==> src/rtl/csr_arb_rr.sv <==
// N-to-1 round-robin CSR request arbiter with in-order response routing.
// The grant locks under slave backpressure; a routing FIFO steers each response home.
module csr_arb_rr #(
    parameter int unsigned N_MASTERS = 4,
    parameter int unsigned ADDR_W    = 32,
    parameter int unsigned DATA_W    = 32,
    parameter int unsigned PRIV_W    = 2,
    parameter int unsigned MAX_OUT   = 4
) (
    input  logic                               clk,
    input  logic                               rst_n,
    input  logic [N_MASTERS-1:0]               m_req_valid,
    output logic [N_MASTERS-1:0]               m_req_ready,
    input  logic [N_MASTERS-1:0]               m_req_write,
    input  logic [N_MASTERS*ADDR_W-1:0]        m_req_addr,
    input  logic [N_MASTERS*DATA_W-1:0]        m_req_wdata,
    input  logic [N_MASTERS*(DATA_W/8)-1:0]    m_req_wstrb,
    input  logic [N_MASTERS*PRIV_W-1:0]        m_req_priv,
    output logic [N_MASTERS-1:0]               m_rsp_valid,
    input  logic [N_MASTERS-1:0]               m_rsp_ready,
    output logic [DATA_W-1:0]                  m_rsp_rdata,
    output logic                               m_rsp_fault,
    output logic                               m_rsp_side_effect,
    output logic                               s_req_valid,
    output logic                               s_req_write,
    output logic [ADDR_W-1:0]                  s_req_addr,
    output logic [DATA_W-1:0]                  s_req_wdata,
    output logic [DATA_W/8-1:0]                s_req_wstrb,
    output logic [PRIV_W-1:0]                  s_req_priv,
    input  logic                               s_req_ready,
    input  logic                               s_rsp_valid,
    input  logic [DATA_W-1:0]                  s_rsp_rdata,
    input  logic                               s_rsp_fault,
    input  logic                               s_rsp_side_effect,
    output logic                               s_rsp_ready,
    output logic [$clog2(MAX_OUT+1)-1:0]       outstanding,
    output logic                               orphan_err
);

    localparam int unsigned IDX_W  = $clog2(N_MASTERS);
    localparam int unsigned STRB_W = DATA_W / 8;
    localparam int unsigned CNT_W  = $clog2(MAX_OUT + 1);
    localparam int unsigned PTR_W  = (MAX_OUT > 1) ? $clog2(MAX_OUT) : 1;

    logic [IDX_W-1:0] rr_ptr_q, rr_ptr_d;
    logic             lock_q, lock_d;
    logic [IDX_W-1:0] lock_idx_q, lock_idx_d;
    logic [IDX_W-1:0] fifo_q [MAX_OUT];
    logic [PTR_W-1:0] wr_ptr_q, wr_ptr_d, rd_ptr_q, rd_ptr_d;
    logic [CNT_W-1:0] count_q, count_d;
    logic             orphan_q, orphan_d;

    logic [IDX_W-1:0] rr_idx, gnt, route_idx;
    logic [IDX_W:0]   rr_sum;
    logic             rr_found, full, empty, accept, route_vld;
    logic             rsp_hs, bypass, push, pop, orphan;

    function automatic logic [PTR_W-1:0] ptr_inc(input logic [PTR_W-1:0] p);
        if (p == PTR_W'(MAX_OUT - 1)) begin
            return '0;
        end
        return p + PTR_W'(1);
    endfunction

    // First requesting master at or after the round-robin pointer
    always_comb begin : rr_pick
        rr_idx   = rr_ptr_q;
        rr_found = 1'b0;
        rr_sum   = '0;
        for (int unsigned i = 0; i < N_MASTERS; i++) begin
            rr_sum = {1'b0, rr_ptr_q} + (IDX_W+1)'(i);
            if (rr_sum >= (IDX_W+1)'(N_MASTERS)) begin
                rr_sum = rr_sum - (IDX_W+1)'(N_MASTERS);
            end
            if (!rr_found && m_req_valid[rr_sum[IDX_W-1:0]]) begin
                rr_found = 1'b1;
                rr_idx   = rr_sum[IDX_W-1:0];
            end
        end
    end

    assign gnt    = lock_q ? lock_idx_q : rr_idx;
    assign full   = (count_q == CNT_W'(MAX_OUT));
    assign empty  = (count_q == '0);
    assign accept = s_req_valid && s_req_ready;

    // Request forwarding from the granted master
    always_comb begin : req_mux
        s_req_valid = m_req_valid[gnt] && !full;
        m_req_ready = '0;
        m_req_ready[gnt] = s_req_ready && !full;
        s_req_write = 1'b0;
        s_req_addr  = '0;
        s_req_wdata = '0;
        s_req_wstrb = '0;
        s_req_priv  = '0;
        for (int unsigned i = 0; i < N_MASTERS; i++) begin
            if (gnt == IDX_W'(i)) begin
                s_req_write = m_req_write[i];
                s_req_addr  = m_req_addr[i*ADDR_W +: ADDR_W];
                s_req_wdata = m_req_wdata[i*DATA_W +: DATA_W];
                s_req_wstrb = m_req_wstrb[i*STRB_W +: STRB_W];
                s_req_priv  = m_req_priv[i*PRIV_W +: PRIV_W];
            end
        end
    end

    // Response steering: FIFO head, or the same-cycle grant when the FIFO is empty
    always_comb begin : rsp_route
        route_vld   = !empty || accept;
        route_idx   = empty ? gnt : fifo_q[rd_ptr_q];
        m_rsp_valid = '0;
        if (route_vld) begin
            m_rsp_valid[route_idx] = s_rsp_valid;
        end
        s_rsp_ready = route_vld ? m_rsp_ready[route_idx] : 1'b1;
        rsp_hs      = s_rsp_valid && s_rsp_ready;
        bypass      = empty && accept && rsp_hs;
        push        = accept && !bypass;
        pop         = rsp_hs && !empty;
        orphan      = s_rsp_valid && !route_vld;
    end

    assign m_rsp_rdata       = s_rsp_rdata;
    assign m_rsp_fault       = s_rsp_fault;
    assign m_rsp_side_effect = s_rsp_side_effect;
    assign outstanding       = count_q;
    assign orphan_err        = orphan_q;

    always_comb begin : next_state
        rr_ptr_d   = rr_ptr_q;
        lock_d     = lock_q;
        lock_idx_d = lock_idx_q;
        wr_ptr_d   = wr_ptr_q;
        rd_ptr_d   = rd_ptr_q;
        count_d    = count_q;
        orphan_d   = orphan_q || orphan;
        if (accept) begin
            lock_d   = 1'b0;
            rr_ptr_d = (gnt == IDX_W'(N_MASTERS - 1)) ? '0 : gnt + IDX_W'(1);
        end else if (s_req_valid) begin
            lock_d     = 1'b1;
            lock_idx_d = gnt;
        end
        if (push) begin
            wr_ptr_d = ptr_inc(wr_ptr_q);
        end
        if (pop) begin
            rd_ptr_d = ptr_inc(rd_ptr_q);
        end
        if (push && !pop) begin
            count_d = count_q + CNT_W'(1);
        end else if (pop && !push) begin
            count_d = count_q - CNT_W'(1);
        end
    end

    always_ff @(posedge clk or negedge rst_n) begin
        if (!rst_n) begin
            rr_ptr_q   <= '0;
            lock_q     <= 1'b0;
            lock_idx_q <= '0;
            wr_ptr_q   <= '0;
            rd_ptr_q   <= '0;
            count_q    <= '0;
            orphan_q   <= 1'b0;
            for (int unsigned i = 0; i < MAX_OUT; i++) begin
                fifo_q[i] <= '0;
            end
        end else begin
            rr_ptr_q   <= rr_ptr_d;
            lock_q     <= lock_d;
            lock_idx_q <= lock_idx_d;
            wr_ptr_q   <= wr_ptr_d;
            rd_ptr_q   <= rd_ptr_d;
            count_q    <= count_d;
            orphan_q   <= orphan_d;
            if (push) begin
                fifo_q[wr_ptr_q] <= gnt;
            end
        end
    end

    a_rsp_onehot0: assert property (@(posedge clk) disable iff (!rst_n) $onehot0(m_rsp_valid));
    a_no_push_full: assert property (@(posedge clk) disable iff (!rst_n) push |-> !full);
    a_no_pop_empty: assert property (@(posedge clk) disable iff (!rst_n) pop |-> !empty);
    a_req_stable: assert property (@(posedge clk) disable iff (!rst_n)
        s_req_valid && !s_req_ready |=> s_req_valid &&
        $stable({s_req_write, s_req_addr, s_req_wdata, s_req_wstrb, s_req_priv}));

endmodule

==> config.mk <==
export PLATFORM = sky130hd
export DESIGN_NAME = csr_arb_rr
export DESIGN_NICKNAME = d
export VERILOG_FILES = /design/src/rtl/csr_arb_rr.sv
export SDC_FILE = /design/constraint.sdc
export NUM_CORES = 1
export LEC_CHECK = 0
export ABC_AREA = 1
export ABC_CLOCK_PERIOD_IN_PS = 2800
export CAP_MARGIN = 20
export CORE_AREA = 2 2 174 176
export DETAILED_ROUTE_END_ITERATION = 10
export DIE_AREA = 0 0 176 178
export HOLD_SLACK_MARGIN = 0.05
export MAX_ROUTING_LAYER = met4
export PLACE_DENSITY = 0.53
export SLEW_MARGIN = 20
export SYNTH_ARGS = -nofsm -noshare
export SYNTH_HDL_FRONTEND = slang
export SYNTH_SLANG_ARGS = --single-unit
==> constraint.sdc <==
create_clock -name clk -period 2.8 [get_ports clk]
set_input_delay 0.42 -clock clk [delete_from_list [all_inputs] [get_ports clk]]
set_output_delay 0.42 -clock clk [all_outputs]
set_load 0.02 [all_outputs]
==> qor.yml <==
status: "finished with violations"
violations: "setup timing"
grt_pass1_vias: 6820
final.setup_skew_ns: 0.007112
wl_um: 30810
grt_max_degree: 44
post-route-drc-count: 0
dr_total_vias: 6499
start_kind: "flop"
timing.fmax_mhz: 285.1
area_growth_pct: 203.7
drt_iter0_markers: 337
viasPerCell: 4.433
cts_tree: "built"
postRouteAntennaNets: 0
row_count: 63
synth_edf_count: 0
place_congestion: 0.8416
grt_pass1_wl_um: 42500
synthesis.area_mm2: 0.003814
stdcell_area_mm2: 0.01158
numCtsBuffers: 3
cts.clk_slew.worst_paths_ns: 0.07
clockBufferDepth: 2
fp.coreArea_mm2: 0.02940
clock-root-buffer: "clkbuf_16"
grt_usage: 0.1841
worstSkewPairLatency_ns: 0.26
hpwl_um: 20690
cp_max_fo: 8
worst-endpoint-arrival_ns: 3.09
placed_area_mm2: 0.009089
synth_area_per_cell_um2: 6.346
synth_seq_cells: 21
synth_ff_type: "dfrtp_1"
nFillCells: 2906
critical_path_required_ns: 2.38
drv_cap: 0
start_util: 0.1297
end_kind: "output port"
synth.distinct_cells: 36
io_buffers: 380
mappedNetlistNets: 942
antenna_found_initial: 2
hold_viol_final: 0
first_pass_iters: 5
wl_per_cell_um: 21.02
rsz0062_at_grt: "true"
finalNonFillerCells: 1466
setup_viol_count_final: 84
crit_type: "reg2out"
htreeDepth: 1
drive_gt1_frac: 0.4618
worstHoldPathType: "reg2reg"
setup_slack_ns: -0.7072
fp.dieW_um: 176
ys_warn_count: 0
placed_cells: 1370
yosysSeqAreaShare: 0.1378
fin_nets: 1416
overflow: 0
synthArstFlopShare: 1.000
die_h_um: 178
clock-sinks: 21
post_synth_inst_count: 601
io_pins: 449
slew_viol_final: 0
fin_crit_ns: 3.507
hold_ws_ns: 0.4791
worst_pin_slew_ns: 0.4469
slew_headroom: 0.6998
die_area_mm2: 0.03133
finalCritPeriodShare: 1.253
## cell usage in the layout, fill, tap and decap left out, types with 3 or more instances in the layout
cell type	netlist	layout
nor3_2	1	3
o31ai_4	0	27
a221oi_4	0	25
nand3_4	1	5
a221oi_1	71	6
inv_1	18	13
buf_16	0	11
buf_6	1	81
buf_12	0	31
nand2_2	11	28
buf_4	35	116
nand2_1	162	135
clkbuf_16	0	6
inv_4	0	5
buf_8	0	7
o31ai_2	0	44
dfrtp_1	21	20
nand3_2	7	8
o21ai_0	8	6
nor2_2	1	7
nand3_1	14	9
nand2_4	3	13
nand4_1	8	8
nor2_4	0	7
inv_2	9	7
dlygate4sd2_1	0	4
bufbuf_16	0	3
clkdlybuf4s50_1	0	295
ha_4	0	5
ha_1	10	5
a221oi_2	0	40
nor2_1	81	68
## metal layers
layer | vias to the layer above | share of wire | GRT usage
li1 | 3102 | - | -
met1 | 3096 | 0.44 | 0.2375
met3 | 24 | 0.076 | 0.04646
met4 | 0 | 0.012 | 0.02617
met5 | - | 0 | -
met2 | 277 | 0.48 | 0.2976
## flip-flops by register name, summed over array words and instances (netlist names)
signal	count
rr_ptr_q	2
fifo_q	8
outstanding	3
rd_ptr_q	2
lock_idx_q	2
lock_q	1
wr_ptr_q	2
orphan_err	1
## cell usage after synthesis (2+ instances only)
library cell,number,share of area
clkbuf_1,44,0.043
nand4_1,8,0.013
o21a_1,2,0.0039
a21oi_1,2,0.0026
buf_1,2,0.0020
nand2_1,162,0.16
nand3_1,14,0.018
inv_1,18,0.018
ha_1,10,0.033
a221oi_1,71,0.16
o21ai_0,8,0.010
dfrtp_1,21,0.14
buf_4,35,0.069
o31ai_1,71,0.14
nor3_1,5,0.0066
inv_2,9,0.0089
nand3_2,7,0.018
nand2_2,11,0.018
nand2_4,3,0.0089
nor2_1,81,0.080
or2_2,2,0.0033
## final timing paths
check                            start             end  slack [ns]  depth (start not counted)
max                        rr_ptr_q[0]  s_req_addr[10]       -0.71                         20
min                          fifo_q[1]       fifo_q[1]        0.48                          2
max reg2reg                rr_ptr_q[0]  outstanding[1]       -0.56                         24
min reg2reg                  fifo_q[1]       fifo_q[1]        0.48                          2
max in group asynchronous        rst_n     rr_ptr_q[0]        2.02                          2
min in group asynchronous        rst_n     rd_ptr_q[1]        0.51                          2
## cell families (layout without fill, tap and decap cells)
family / count (synthesis) / in the layout / share of synthesized area
AOI/OAI and AO/OA: 158 / 158 / 0.3291
adders and majority gates: 11 / 11 / 0.03806
DFF: 21 / 21 / 0.1378
muxes: 1 / 1 / 0.002953
other: 0 / 2 / 0
and+or+nand+nor: 297 / 297 / 0.3402
buffers and inverters: 111 / 584 / 0.1473
xor gates and xnor gates: 2 / 2 / 0.004594
## worst max-delay path, stage by stage (launching register included)
cell	delay [ns]
dfrtp_2	0.47
clkinvlp_4	0.17
nand2_2	0.12
nand3_2	0.09
nand2_4	0.13
nand3_4	0.10
nand2_2	0.08
nand2_2	0.04
nand2_2	0.06
nand2_4	0.06
nand2_4	0.10
buf_12	0.10
ha_4	0.12
inv_4	0.03
nor2_4	0.16
buf_12	0.16
buf_8	0.11
buf_12	0.12
a221oi_2	0.06
o31ai_2	0.32
buf_4	0.20
## timing repair
action                                  in CTS  in global routing
pin swaps                                   36                 58
hold buffers                                 0                  0
setup buffers                               56                 30
gates cloned                                15                  5
endpoints found under the setup margin      88                 95
resized for setup                          513                147
## cell type report
type / count / area [µm²] / area share
sequential: 21 / 526.8 / 0.04547
multi-input combinational: 469 / 4367 / 0.3770
timing repair inverter: 1 / 7.507 / 0.0006481
tap: 390 / 488.0 / 0.04213
clock buffer: 3 / 75.07 / 0.006481
inverter: 28 / 137.6 / 0.01188
timing repair buffer: 551 / 5972 / 0.5156
clock inverter: 1 / 5.005 / 0.0004321
antenna: 2 / 5.005 / 0.0004321
## metrics by stage
| stage | util | setup slack, ns | TNS [ns] |
|---|---|---|---|
| 2_1_floorplan | - | -0.2220 | -10.13 |
| 3_3_place_gp | 0.3091 | -1.171 | -80.53 |
| 3_5_place_dp | 0.3091 | -1.164 | -81.70 |
| 4_1_cts | 0.3672 | -0.6718 | -42.10 |
| 5_1_grt | 0.3940 | -0.8633 | -60.73 |
| 6_report | 0.3940 | -0.7072 | -45.04 |
Power is left out: the tool's default activity adds up to more than one toggle a clock period on the data nets, which glitch-free logic cannot reach.
